<file path="config.mk">
export PLATFORM = sky130hd
export DESIGN_NAME = manchester_bit_decoder_flat
export DESIGN_NICKNAME = d
export VERILOG_FILES = /design/src/rtl/manchester_bit_decoder_if.sv /design/src/rtl/manchester_bit_decoder.sv /design/src/flat_wrapper.sv
export SDC_FILE = /design/constraint.sdc
export NUM_CORES = 1
export LEC_CHECK = 0
export BUFFER_PORTS_ARGS = -buffer_cell sky130_fd_sc_hd__buf_2
export CAP_MARGIN = 20
export CORE_MARGIN = 2
export CORE_UTILIZATION = 60
export CTS_CLUSTER_DIAMETER = 150
export DETAILED_ROUTE_END_ITERATION = 12
export PLACE_DENSITY = 0.79
export SYNTH_ARGS = -nofsm -noshare
export SYNTH_HDL_FRONTEND = slang
export SYNTH_SLANG_ARGS = --single-unit
</file>
<file path="constraint.sdc">
create_clock -name clk -period 2.5 [get_ports clk]
set_input_delay 0.375 -clock clk [delete_from_list [all_inputs] [get_ports clk]]
set_output_delay 0.375 -clock clk [all_outputs]
set_load 0.03 [all_outputs]
</file>
<file path="src/rtl/manchester_bit_decoder_if.sv">
// Bus between a DECtape Manchester read channel and its bit decoder.
// The master side drives the raw read level and the enable; the slave side
// (the decoder) returns lock status, recovered bits and mark detection.
interface manchester_bit_decoder_if;
    logic       rd_n;
    logic       enable;
    logic       locked;
    logic       bit_valid;
    logic       bit_data;
    logic       err;
    logic [5:0] shift;
    logic       mark_hit;

    modport master (
        output rd_n,
        output enable,
        input  locked,
        input  bit_valid,
        input  bit_data,
        input  err,
        input  shift,
        input  mark_hit
    );

    modport slave (
        input  rd_n,
        input  enable,
        output locked,
        output bit_valid,
        output bit_data,
        output err,
        output shift,
        output mark_hit
    );
endinterface

</file>
<file path="src/rtl/manchester_bit_decoder.sv">
// Manchester bit decoder for one DECtape read track.
// Synchronizes and glitch-filters the active-low read level, hunts for a run
// of full-cell edge spacings to lock onto mid-bit transitions, then emits one
// bit per cell and tracks a 6-bit window against a programmable mark code.
module manchester_bit_decoder #(
    parameter int         BIT_CYC   = 3200,
    parameter int         FILT      = 8,
    parameter int         PRE_EDGES = 4,
    parameter logic [5:0] MARK      = 6'o25
) (
    input logic                     clk,
    input logic                     reset,
    manchester_bit_decoder_if.slave bus
);

    // Acceptance window for a mid-bit edge and the dropout limit, in cycles.
    localparam logic [15:0] LO        = 16'(BIT_CYC * 3 / 4);
    localparam logic [15:0] HI        = 16'(BIT_CYC * 5 / 4);
    localparam logic [15:0] TO        = 16'(BIT_CYC * 3 / 2);
    localparam logic [15:0] TMR_MAX   = 16'hFFFF;
    localparam logic [7:0]  FILT_LAST = 8'(FILT - 1);
    localparam logic [3:0]  LOCK_CNT  = 4'(PRE_EDGES);

    localparam logic [0:0] HUNT = 1'b0;
    localparam logic [0:0] LOCK = 1'b1;

    logic        sync1;
    logic        sync2;
    logic        lvl;
    logic        lvl_prev;
    logic [7:0]  fcnt;

    logic        edge_seen;
    logic        head_rise;
    logic        in_win;
    logic        timeout;

    logic [0:0]  state;
    logic [0:0]  state_nxt;
    logic [3:0]  cnt;
    logic [3:0]  cnt_nxt;
    logic [3:0]  cnt_inc;
    logic [15:0] tmr;
    logic [15:0] tmr_nxt;
    logic        emit;
    logic        lose;

    logic        locked_q;
    logic        bit_valid_q;
    logic        bit_data_q;
    logic        err_q;
    logic [5:0]  shift_q;
    logic [5:0]  shift_nxt;
    logic        mark_hit_q;

    // Two-flop synchronizer; idle read level (rd_n high) is the reset value.
    always_ff @(posedge clk or posedge reset) begin
        if (reset) begin
            sync1 <= 1'b1;
            sync2 <= 1'b1;
        end else begin
            sync1 <= bus.rd_n;
            sync2 <= sync1;
        end
    end

    // Glitch filter: lvl follows the synchronized level only after it has disagreed for FILT straight cycles.
    always_ff @(posedge clk or posedge reset) begin
        if (reset) begin
            lvl  <= 1'b1;
            fcnt <= '0;
        end else if (sync2 != lvl) begin
            if (fcnt == FILT_LAST) begin
                lvl  <= sync2;
                fcnt <= '0;
            end else begin
                fcnt <= fcnt + 8'd1;
            end
        end else begin
            fcnt <= '0;
        end
    end

    // Previous filtered level, used to spot the cycle on which lvl changes.
    always_ff @(posedge clk or posedge reset) begin
        if (reset) begin
            lvl_prev <= 1'b1;
        end else begin
            lvl_prev <= lvl;
        end
    end

    // A falling rd_n is a rising head level, which decodes as a 1.
    assign edge_seen = (lvl != lvl_prev);
    assign head_rise = lvl_prev & ~lvl;
    assign in_win    = (tmr >= LO) && (tmr <= HI);
    assign timeout   = (tmr >= TO);
    assign cnt_inc   = cnt + 4'd1;
    assign shift_nxt = {shift_q[4:0], head_rise};

    // Hunt/lock decisions for the current cycle; a late edge and a timeout both lose lock.
    always_comb begin
        state_nxt = state;
        cnt_nxt   = cnt;
        tmr_nxt   = (tmr == TMR_MAX) ? tmr : tmr + 16'd1;
        emit      = 1'b0;
        lose      = 1'b0;
        if (!bus.enable) begin
            state_nxt = HUNT;
            cnt_nxt   = '0;
            tmr_nxt   = '0;
        end else begin
            case (state)
                HUNT: begin
                    if (edge_seen) begin
                        tmr_nxt = '0;
                        if (in_win) begin
                            cnt_nxt = cnt_inc;
                            if (cnt_inc == LOCK_CNT) begin
                                state_nxt = LOCK;
                            end
                        end else begin
                            cnt_nxt = '0;
                        end
                    end
                end
                default: begin
                    if (timeout || (edge_seen && (tmr > HI))) begin
                        lose      = 1'b1;
                        state_nxt = HUNT;
                        cnt_nxt   = '0;
                        tmr_nxt   = '0;
                    end else if (edge_seen && (tmr >= LO)) begin
                        emit    = 1'b1;
                        tmr_nxt = '0;
                    end
                end
            endcase
        end
    end

    // Hunt/lock state, preamble edge count and the cell timer.
    always_ff @(posedge clk or posedge reset) begin
        if (reset) begin
            state <= HUNT;
            cnt   <= '0;
            tmr   <= '0;
        end else begin
            state <= state_nxt;
            cnt   <= cnt_nxt;
            tmr   <= tmr_nxt;
        end
    end

    // Registered outputs; bit_data and shift hold between recovered bits.
    always_ff @(posedge clk or posedge reset) begin
        if (reset) begin
            locked_q    <= 1'b0;
            bit_valid_q <= 1'b0;
            bit_data_q  <= 1'b0;
            err_q       <= 1'b0;
            shift_q     <= '0;
            mark_hit_q  <= 1'b0;
        end else begin
            locked_q    <= (state_nxt == LOCK);
            bit_valid_q <= emit;
            err_q       <= lose;
            mark_hit_q  <= emit && (shift_nxt == MARK);
            if (emit) begin
                bit_data_q <= head_rise;
                shift_q    <= shift_nxt;
            end
        end
    end

    assign bus.locked    = locked_q;
    assign bus.bit_valid = bit_valid_q;
    assign bus.bit_data  = bit_data_q;
    assign bus.err       = err_q;
    assign bus.shift     = shift_q;
    assign bus.mark_hit  = mark_hit_q;

endmodule

</file>
<file path="src/flat_wrapper.sv">
// flat-port wrapper written by rule: the top's interface ports become plain ports
module manchester_bit_decoder_flat 
#(
    parameter int         BIT_CYC   = 3200,
    parameter int         FILT      = 8,
    parameter int         PRE_EDGES = 4,
    parameter logic [5:0] MARK      = 6'o25
)
  (clk, reset, bus_rd_n, bus_enable, bus_locked, bus_bit_valid, bus_bit_data, bus_err, bus_shift, bus_mark_hit);
  manchester_bit_decoder_if bus_i ();
  input logic clk;
  input logic reset;
  input wire logic [$bits(bus_i.rd_n)-1:0] bus_rd_n;
  input wire logic [$bits(bus_i.enable)-1:0] bus_enable;
  output wire logic [$bits(bus_i.locked)-1:0] bus_locked;
  output wire logic [$bits(bus_i.bit_valid)-1:0] bus_bit_valid;
  output wire logic [$bits(bus_i.bit_data)-1:0] bus_bit_data;
  output wire logic [$bits(bus_i.err)-1:0] bus_err;
  output wire logic [$bits(bus_i.shift)-1:0] bus_shift;
  output wire logic [$bits(bus_i.mark_hit)-1:0] bus_mark_hit;
  assign bus_i.rd_n = bus_rd_n;
  assign bus_i.enable = bus_enable;
  assign bus_locked = bus_i.locked;
  assign bus_bit_valid = bus_i.bit_valid;
  assign bus_bit_data = bus_i.bit_data;
  assign bus_err = bus_i.err;
  assign bus_shift = bus_i.shift;
  assign bus_mark_hit = bus_i.mark_hit;
  manchester_bit_decoder #(.BIT_CYC(BIT_CYC), .FILT(FILT), .PRE_EDGES(PRE_EDGES), .MARK(MARK)) u_core (.clk(clk), .reset(reset), .bus(bus_i));
endmodule
</file>
==> Word level (Yosys, flattened, before mapping) <==
Index checks and enable logic that the tools add are counted.
{ "totals": {"out_inout_bits": 11, "latch_bits": 0, "inputBits": 4, "ram_bits": 0, "romBits": 0, "register_bits": 43, "n_memories": 0} }
{ "op_classes": {"n_shift": 0, "eq_ne": 8, "n_bitwise": 2, "n_lt_le_gt_ge": 4, "n_mul": 0, "addsub": 3, "n_mux": 26, "n_div": 0, "n_reduce_logical": 7} }
{ "op_table": {"columns": ["cell", "count"], "rows": [
  ["two-way mux 16 bit", 6],
  ["two-way mux 4 bit", 5],
  ["adder 16 x 1 -> 16 bit (second input constant)", 1],
  ["== test 16 bit (second input constant)", 1],
  [">= comparator 16 x 12 -> 1 bit (second input constant)", 1],
  [">= comparator 16 x 13 -> 1 bit (second input constant)", 1],
  ["greater-than comparator 16 x 12 -> 1 bit (second input constant)", 1],
  ["<= comparator 16 x 12 -> 1 bit (second input constant)", 1],
  ["two-way mux 8 bit", 2],
  ["two-way mux 1 bit", 13],
  ["adder 8 x 1 -> 8 bit (second input constant)", 1],
  ["== test 8 x 3 -> 1 bit (second input constant)", 1],
  ["== test 6 x 5 -> 1 bit (second input constant)", 1],
  ["adder 4 x 1 -> 4 bit (second input constant)", 1],
  ["== test 4 x 3 -> 1 bit (second input constant)", 1],
  ["logical AND 1 bit", 4],
  ["AND reduction 2 bit", 2],
  ["inequality test 3 x 1 -> 1 bit (second input constant)", 1],
  ["inequality test 3 bit (second input constant)", 1],
  ["inequality test 1 bit", 2],
  ["bitwise AND 1 bit", 1],
  ["logical OR 1 bit", 1],
  ["NOT 1 bit", 1]
]} }

==> Longest topological paths before layout <==
Gate-level depths: netlist (run 1).
{ "depth": {"ltp_word": 7, "mapped_depth": 7, "depth_no_buf": 6} }

==> Worst setup path after synthesis (run 1) <==
OpenSTA, ideal clock, no wires.
{ "synth_timing": {"path_kind": "register -> register", "start": "reg u_core.lvl", "end": "reg u_core.shift_q[0], in the netlist u_core.bus.shift[0]", "setup_time_ps": 125, "period_less_slack_ps": 1960, "stages_incl_launch_ff": 6, "path_buffers": 1, "required_ps": 2375, "arrival_time_ps": 1835, "slack_ps": 540, "path_cell_list": "dfstp_2 > inv_1 > ha_1 > clkbuf_1 > nor4b_4 > mux2_2"} }
{ "synth_via": {"elab_chain_len": 6, "word_cells_on_any_way": 10, "classes_between": "1 x eq/ne; 4 x mux; 2 x bitwise; 3 x reduce/logical"} }
{ "synth_rtl": {"columns": ["item", "line_no", "source"], "rows": [
  ["start: declaration", "manchester_bit_decoder.sv:29", "logic lvl;"],
  ["start signal: assignment", "manchester_bit_decoder.sv:74", "lvl <= sync2;"],
  ["inequality test 1 bit", "manchester_bit_decoder.sv:94", "assign edge_seen = (lvl != lvl_prev);"],
  ["logical AND 1 bit (on tied branches)", "manchester_bit_decoder.sv:133, manchester_bit_decoder.sv:128", null],
  ["two-way mux 1 bit or logical OR 1 bit (tied branches)", "manchester_bit_decoder.sv:133, manchester_bit_decoder.sv:128", null],
  ["two-way mux 1 bit", "manchester_bit_decoder.sv:128", "if (timeout || (edge_seen && (tmr > HI))) begin"],
  ["two-way mux 1 bit", "manchester_bit_decoder.sv:113", "case (state)"],
  ["two-way mux 1 bit", "manchester_bit_decoder.sv:108", "if (!bus.enable) begin"],
  ["end signal: assignment", "manchester_bit_decoder.sv:171", "shift_q <= shift_nxt;"],
  ["end: declaration", "manchester_bit_decoder.sv:52", "logic [5:0] shift_q;"]
]} }
Parallel ways exist; a longest one is shown, timed or not.
A chain may end at the register's enable or synchronous reset.

==> Worst setup path in the final report (run 1) <==
{ "layout_timing": {"start": "reg u_core.tmr[0]", "end": "reg u_core.tmr[7]"} }
{ "layout_via": {"elab_chain_len": 6, "word_cells_on_any_way": 14, "classes_between": "1 x add/sub; 3 x order compare; 1 x eq/ne; 6 x mux; 3 x reduce/logical"} }
{ "layout_rtl": {"columns": ["item", "line_no", "source"], "rows": [
  ["start: declaration", "manchester_bit_decoder.sv:43", "logic [15:0] tmr;"],
  ["start signal: assignment", "manchester_bit_decoder.sv:151", "tmr <= tmr_nxt;"],
  ["adder 16 x 1 -> 16 bit (tied with other cells)", "manchester_bit_decoder.sv:105", "tmr_nxt = (tmr == TMR_MAX) ? tmr : tmr + 16'd1;"],
  ["two-way mux 16 bit (tied with other cells)", "manchester_bit_decoder.sv:105", null],
  ["two-way mux 16 bit or logical OR 1 bit (tied branches)", "manchester_bit_decoder.sv:133, manchester_bit_decoder.sv:128", null],
  ["two-way mux 16 bit", "manchester_bit_decoder.sv:128", null],
  ["two-way mux 16 bit (*)", "manchester_bit_decoder.sv:113", null],
  ["two-way mux 16 bit (*)", "manchester_bit_decoder.sv:108", null],
  ["via u_core.tmr_nxt[7]", "manchester_bit_decoder.sv:44", "logic [15:0] tmr_nxt;"]
]} }
Mark *: on every way through the listed nets, which the timed path passes. The rest lies on a longest branch.

==> impl_metrics.env, run 1 <==
export IMPL_fillers=283
export IMPL_synth_edf_count=0
export IMPL_cts_buffers=5
export IMPL_slew_violations=0
export IMPL_synth_area_um2=2270
export IMPL_cp_arrival_ps=2310
export IMPL_seqCellArea_um2=1060
export IMPL_grt_pass1_vias=1581
export IMPL_first_iter_violations=124
export IMPL_yosys_area_share_simple_pct=23.5
export IMPL_finalSetupViolCount=0
export IMPL_pin_count=15
export IMPL_async_reset_ff_share_pct=100
export IMPL_portBuffers=14
export IMPL_grt_overflow=0
export IMPL_ys_types=50
export IMPL_finalWirelength_um=4250
export IMPL_fin_crit_ps=2130
export IMPL_fmax_mhz=470
export IMPL_synth_top_family_by_area="simple AND/OR/NAND/NOR gates"
export IMPL_fin_crit_sh_pct=85.1
export IMPL_worst_pin_slew_ps=805
export IMPL_yosysWarnings=0
export IMPL_relSlewSlack_pct=46.3
export IMPL_core_um2=3660
export IMPL_cts_setup_buffers=0
export IMPL_grt_max_degree=43
export IMPL_ys_seq_elements=42
export IMPL_r2r_cells=5
export IMPL_drive_gt1_share_pct=22.7
export IMPL_die_area_um2=4290
export IMPL_ys_flop_type="dfrtp_1"
export IMPL_ys_seq_area_share_pct=46.5
export IMPL_leakagePower_nw=1.09
export IMPL_detail_route_antenna_nets=0
export IMPL_hold_viol_final=0
export IMPL_min_path_type="in -> reg"
export IMPL_tns_ps=0
export IMPL_final_nets=237
export IMPL_firstDrtPassIters=5
export IMPL_area_growth_syn_to_layout_pct=9.37
export IMPL_grt_pass1_wl_um=7490
export IMPL_status="completed"
export IMPL_synth_fa_ha_area_share_pct=2.76
export IMPL_cts_tree="done"
export IMPL_syn_avg_cell_area_um2=10.8
export IMPL_whs_path_depth=1
export IMPL_grtUsageTotal_pct=22.5
export IMPL_synth_fp_nets=220
export IMPL_finalClockSkew_ps=8.69
export IMPL_synth_xor_area_share_pct=6.56
export IMPL_dp_hpwl_um=2930
export IMPL_dp_cells=269
export IMPL_root_buffer="clkbuf_8"
export IMPL_rows=22
export IMPL_diodes=0
export IMPL_clock_sinks=42
export IMPL_critPathLaunchType="register"
export IMPL_ir_worst_vdd_mv=0.399
export IMPL_layout_cells_non_filler=277
export IMPL_die_x_um=65.5
export IMPL_post_cts_resized=0
export IMPL_start_util_pct=62.0
export IMPL_vias_per_cell=5.86
export IMPL_multi_input_area_um2=1130
export IMPL_insertion_delay_ps=300
export IMPL_synth_compound_area_share_pct=11.8
export IMPL_power_density_nw_per_um2=642
export IMPL_htreeDepth=2
export IMPL_synth_cells=211
export IMPL_cts_hold_buf=0
export IMPL_clockBufferDepth=2
export IMPL_num_vias=1623
export IMPL_drc_errors=0
export IMPL_antenna_found_initial=0
export IMPL_worstSetupPathType="reg -> reg"
export IMPL_wl_per_cell_um=15.3
export IMPL_critPathMaxFanout=10
export IMPL_synthMuxAreaShare_pct=5.24
export IMPL_drv_cap=0
export IMPL_routabilityCongestion=0.837
export IMPL_clkTransAtPathRegs_ps=80
export IMPL_cp_end_kind="register"
export IMPL_rsz0062_at_grt="no"
export IMPL_cp_required_ps=2680
export IMPL_die_h_um=65.5
==> metal layers <==
| layer | part of all wire [%] | up-vias | GRT usage, % |
|---|---|---|---|
| met2 | 48 | 38 | 36.1 |
| met4 | 0.82 | 0 | 6.77 |
| met5 | 0 | - | 0 |
| met1 | 46 | 786 | 30.6 |
| li1 | - | 795 | - |
| met3 | 4.7 | 4 | 5.14 |
==> cell usage after synthesis (2+ instances only) <==
cell type / n / share of area, %
buf_2: 2 / 0.44
nand2b_1: 5 / 1.4
nor4b_1: 3 / 1.2
nand3_4: 2 / 1.5
dfrtp_1: 38 / 42
nand3_1: 18 / 4.0
and4_1: 4 / 1.5
and3_1: 4 / 1.1
o21ai_0: 4 / 0.88
dfstp_2: 4 / 4.6
mux2_2: 7 / 3.5
nand2_1: 8 / 1.3
ha_1: 5 / 2.8
o22ai_1: 2 / 0.55
nor4b_4: 2 / 2.1
a2111oi_2: 2 / 1.3
xnor2_1: 12 / 4.6
clkbuf_1: 4 / 0.66
buf_4: 2 / 0.66
xor2_1: 5 / 1.9
inv_1: 11 / 1.8
a31oi_1: 8 / 2.2
a21oi_2: 3 / 1.2
mux2i_1: 4 / 1.8
nor2_1: 15 / 2.5
nor3_1: 13 / 2.9
==> metrics by stage <==
step	worst slack (ps)	power (W)	utilization (%)	hold slack, ps	area, µm²
5_1_grt	181	0.00169	67.8	162	2480
6_report	374	0.00159	67.8	171	2480
3_5_place_dp	403	0.00115	65.3	348	2390
2_1_floorplan	540	0.00108	-	345	2270
4_1_cts	396	0.00161	67.8	163	2480
3_3_place_gp	455	0.00114	65.3	346	2390
==> logic make-up (layout without fill, tap and decap cells) <==
kind of cell | count (synthesis) | after routing
AO/OA/AOI/OAI | 33 | 33
XOR/XNOR | 17 | 17
adder cells (fa/ha/maj) | 5 | 5
buffers and inverters | 19 | 37
flip-flops | 42 | 42
multiplexers | 11 | 11
AND/OR/NAND/NOR | 84 | 84
==> final timing paths <==
kind	start	endpoint	slack [ps]
setup / recovery	u_core.tmr[0]	u_core.tmr[7]	370
hold / removal	bus_rd_n	u_core.sync1	170
setup reg to reg	u_core.tmr[0]	u_core.tmr[7]	370
hold reg to reg	u_core.sync1	u_core.sync2	350
max in group asynchronous	reset	u_core.sync1	1950
min in group asynchronous	reset	u_core.fcnt[4]	190
==> registers in the layout, summed over array words and instances (netlist names) <==
| name | count |
|---|---|
| u_core.bus.bit_valid | 1 |
| u_core.tmr | 16 |
| u_core.sync2 | 1 |
| u_core.bus.mark_hit | 1 |
| u_core.lvl | 1 |
| u_core.state | 1 |
| u_core.bus.shift | 6 |
| u_core.fcnt | 8 |
| u_core.lvl_prev | 1 |
| u_core.sync1 | 1 |
| u_core.cnt | 4 |
| u_core.bus.err | 1 |
==> cells in the final DEF (no fill, tap or decap), drive strengths merged, types with 2 or more instances in the layout <==
cell      netlist  final
dfrtp          38     38
nand3          20     20
buf             4     18
nor2           15     15
nor3           14     14
xnor2          12     12
inv            11     12
nand2           8      8
a31oi           8      8
mux2            7      7
nand2b          5      5
xor2            5      5
ha              5      5
clkbuf          4      5
o21ai           5      5
a21oi           5      5
nor4b           5      5
and3            4      4
mux2i           4      4
and4            4      4
dfstp           4      4
a2111oi         2      2
o22ai           2      2
clkinvlp        0      2
a211oi          2      2
nand4           2      2
nor4            2      2
==> layout make-up <==
cell class | instances | share of cell area (%)
multi-input cells | 150 | 45.6
flip-flops and latches | 42 | 42.5
repair buffers | 18 | 4.03
clock buffers | 5 | 2.77
well taps | 48 | 2.42
inverters | 11 | 1.66
clock inverters | 3 | 0.958
==> critical path, cell delays in order, from the launching register on <==
cell	delay, ps
dfrtp_1	460
ha_1	250
nand3_4	120
nor4_4	570
nand3_4	190
a2111oi_2	420
==> power breakdown <==
part	total, W	switching (W)	internal (W)
Clock	0.000454	0.000254	0.000200
Combinational	0.000332	0.000224	0.000108
Sequential	0.000808	0.0000650	0.000743
Note: power is estimated with default switching activity, not from simulation.
==> run 2: changes to the inputs <==
CORE_ASPECT_RATIO = 0.75   (was default)
CTS_CLUSTER_SIZE = 30   (was default)
==> run 2 against run 1 <==
  * Core utilization up 0.51 points
  * Combinational power up 4%
  * Clock-buffer cell count unchanged
  * Maximum frequency down 1.1%
  * Cell area up 0.10%
  * Clock skew down 2.5 ps
  * Global-route usage up 2.1 points
  * Wire length up 6.8%
  * Critical path depth unchanged
  * Critical path type unchanged
==> impl_metrics.env, run 2 (synthesized netlist as in run 1, its figures left out) <==
export IMPL_grt_pass1_wl_um=8000
export IMPL_min_path_type="in -> reg"
export IMPL_fillers=307
export IMPL_dp_cells=273
export IMPL_post_cts_resized=0
export IMPL_clkTransAtPathRegs_ps=80
export IMPL_relSlewSlack_pct=45.0
export IMPL_drc_errors=0
export IMPL_final_nets=237
export IMPL_cp_end_kind="register"
export IMPL_finalWirelength_um=4540
export IMPL_fmax_mhz=465
export IMPL_drive_gt1_share_pct=22.7
export IMPL_worst_hold_slack_ps=161
export IMPL_wl_per_cell_um=16.1
export IMPL_critPathMaxFanout=10
export IMPL_clockBufferDepth=2
export IMPL_power_w=0.00159
export IMPL_core_um2=3640
export IMPL_largest_reg_flops=16
export IMPL_swShare_pct=34.1
export IMPL_vias_per_cell=6.05
export IMPL_multi_input_area_um2=1130
export IMPL_final_cell_mix="38 x dfrtp_1, 18 x nand3_1, 15 x nor2_1"
export IMPL_dp_hpwl_um=3210
export IMPL_diodes=0
export IMPL_comb_power_share_pct=21.7
export IMPL_root_buffer="clkbuf_8"
export IMPL_hold_viol_final=0
export IMPL_layout_cells_non_filler=281
export IMPL_insertion_delay_ps=300
export IMPL_htreeDepth=2
export IMPL_firstDrtPassIters=4
export IMPL_power_density_nw_per_um2=641
export IMPL_rows=19
export IMPL_cp_required_ps=2690
export IMPL_leakagePower_nw=1.09
export IMPL_die_h_um=57.3
export IMPL_grt_overflow=0
export IMPL_status="completed"
export IMPL_num_vias=1699
export IMPL_p_switching_w=0.000543
export IMPL_routabilityCongestion=0.843
export IMPL_worstSetupPathType="reg -> reg"
export IMPL_grtUsageTotal_pct=24.6
export IMPL_die_x_um=75.0
export IMPL_tns_ps=0
export IMPL_worst_pin_slew_ps=825
export IMPL_finalSetupViolCount=0
export IMPL_portBuffers=14
export IMPL_fin_crit_ps=2150
export IMPL_seq_power_share_pct=50.9
export IMPL_clockPowerShare_pct=27.5
export IMPL_die_area_um2=4300
export IMPL_cts_tree="done"
export IMPL_cts_hold_buf=0
export IMPL_slew_violations=0
export IMPL_clock_sinks=42
export IMPL_layout_commonest_cell="dfrtp_1"
export IMPL_cp_arrival_ps=2340
export IMPL_pin_count=15
export IMPL_seqCellArea_um2=1060
export IMPL_antenna_found_initial=0
export IMPL_first_iter_violations=104
export IMPL_grt_pass1_vias=1692
export IMPL_cts_buffers=5
export IMPL_p_int_w=0.00105
export IMPL_critPathLaunchType="register"
export IMPL_finalClockSkew_ps=6.16
export IMPL_rsz0062_at_grt="no"
export IMPL_area_growth_syn_to_layout_pct=9.48
export IMPL_grt_max_degree=43
export IMPL_drv_cap=0
export IMPL_ir_worst_vdd_mv=0.462
export IMPL_cts_setup_buffers=0
export IMPL_max_flop_register="u_core.tmr"
export IMPL_start_util_pct=62.4
export IMPL_fin_crit_sh_pct=86.0
export IMPL_detail_route_antenna_nets=0
[run 2: cell types whose count changed in the layout (fill, tap and decap cells not counted), sizes merged]
cell and change:
clkinv +2, clkinvlp -1, inv -1
[run 2: per-layer routing]
metal / track usage [%] / vias to the layer above / part of all wire [%] / wire length, µm
met4: 10.2 / 0 / 2.3 / 106
met1: 33.6 / 834 / 44 / 2010
li1: - / 804 / - / -
met5: 0 / - / 0 / 0
met2: 38.1 / 49 / 49 / 2220
met3: 5.48 / 12 / 4.4 / 199
[run 2: path summary, 6_finish.rpt]
check / startpoint / end / slack (ps) / depth (start not counted)
min in group asynchronous: reset / u_core.fcnt[2] / 180 / 3
setup / recovery: u_core.tmr[0] / u_core.tmr[6] / 350 / 5
max in group asynchronous: reset / u_core.sync1 / 1950 / 3
hold / removal: bus_rd_n / u_core.sync1 / 160 / 1
setup reg to reg: u_core.tmr[0] / u_core.tmr[6] / 350 / 5
hold reg to reg: u_core.sync1 / u_core.sync2 / 360 / 0
[run 2: layout make-up]
class	count	area share, %
multi-input cells	150	45.6
flip-flops and latches	42	42.5
repair buffers	18	4.03
clock buffers	5	2.77
well taps	52	2.62
inverters	11	1.66
clock inverters	3	0.856
[run 2: critical path: stages, from the launching register on]
cell and delay [ps]:
dfrtp_1 470, ha_1 250, nand3_4 120, nor4_4 590
nand3_4 200, a2111oi_2 410
[run 2: through the flow]
step	instance area, µm²	setup WS, ps	utilization [%]
after floorplan	2270	540	-
after global placement	2390	452	65.8
after detailed placement	2390	369	65.8
after CTS	2480	366	68.3
after global routing	2480	226	68.3
final	2480	350	68.3
[run 2: power groups by stage]
stage | clock network, W | registers [W] | logic [W]
after detailed placement | 0 | 0.000820 | 0.000339
final | 0.000438 | 0.000810 | 0.000345
after floorplan | 0 | 0.000804 | 0.000272
after global routing | 0.000473 | 0.000816 | 0.000384
after global placement | 0 | 0.000812 | 0.000324
after CTS | 0.000447 | 0.000807 | 0.000342
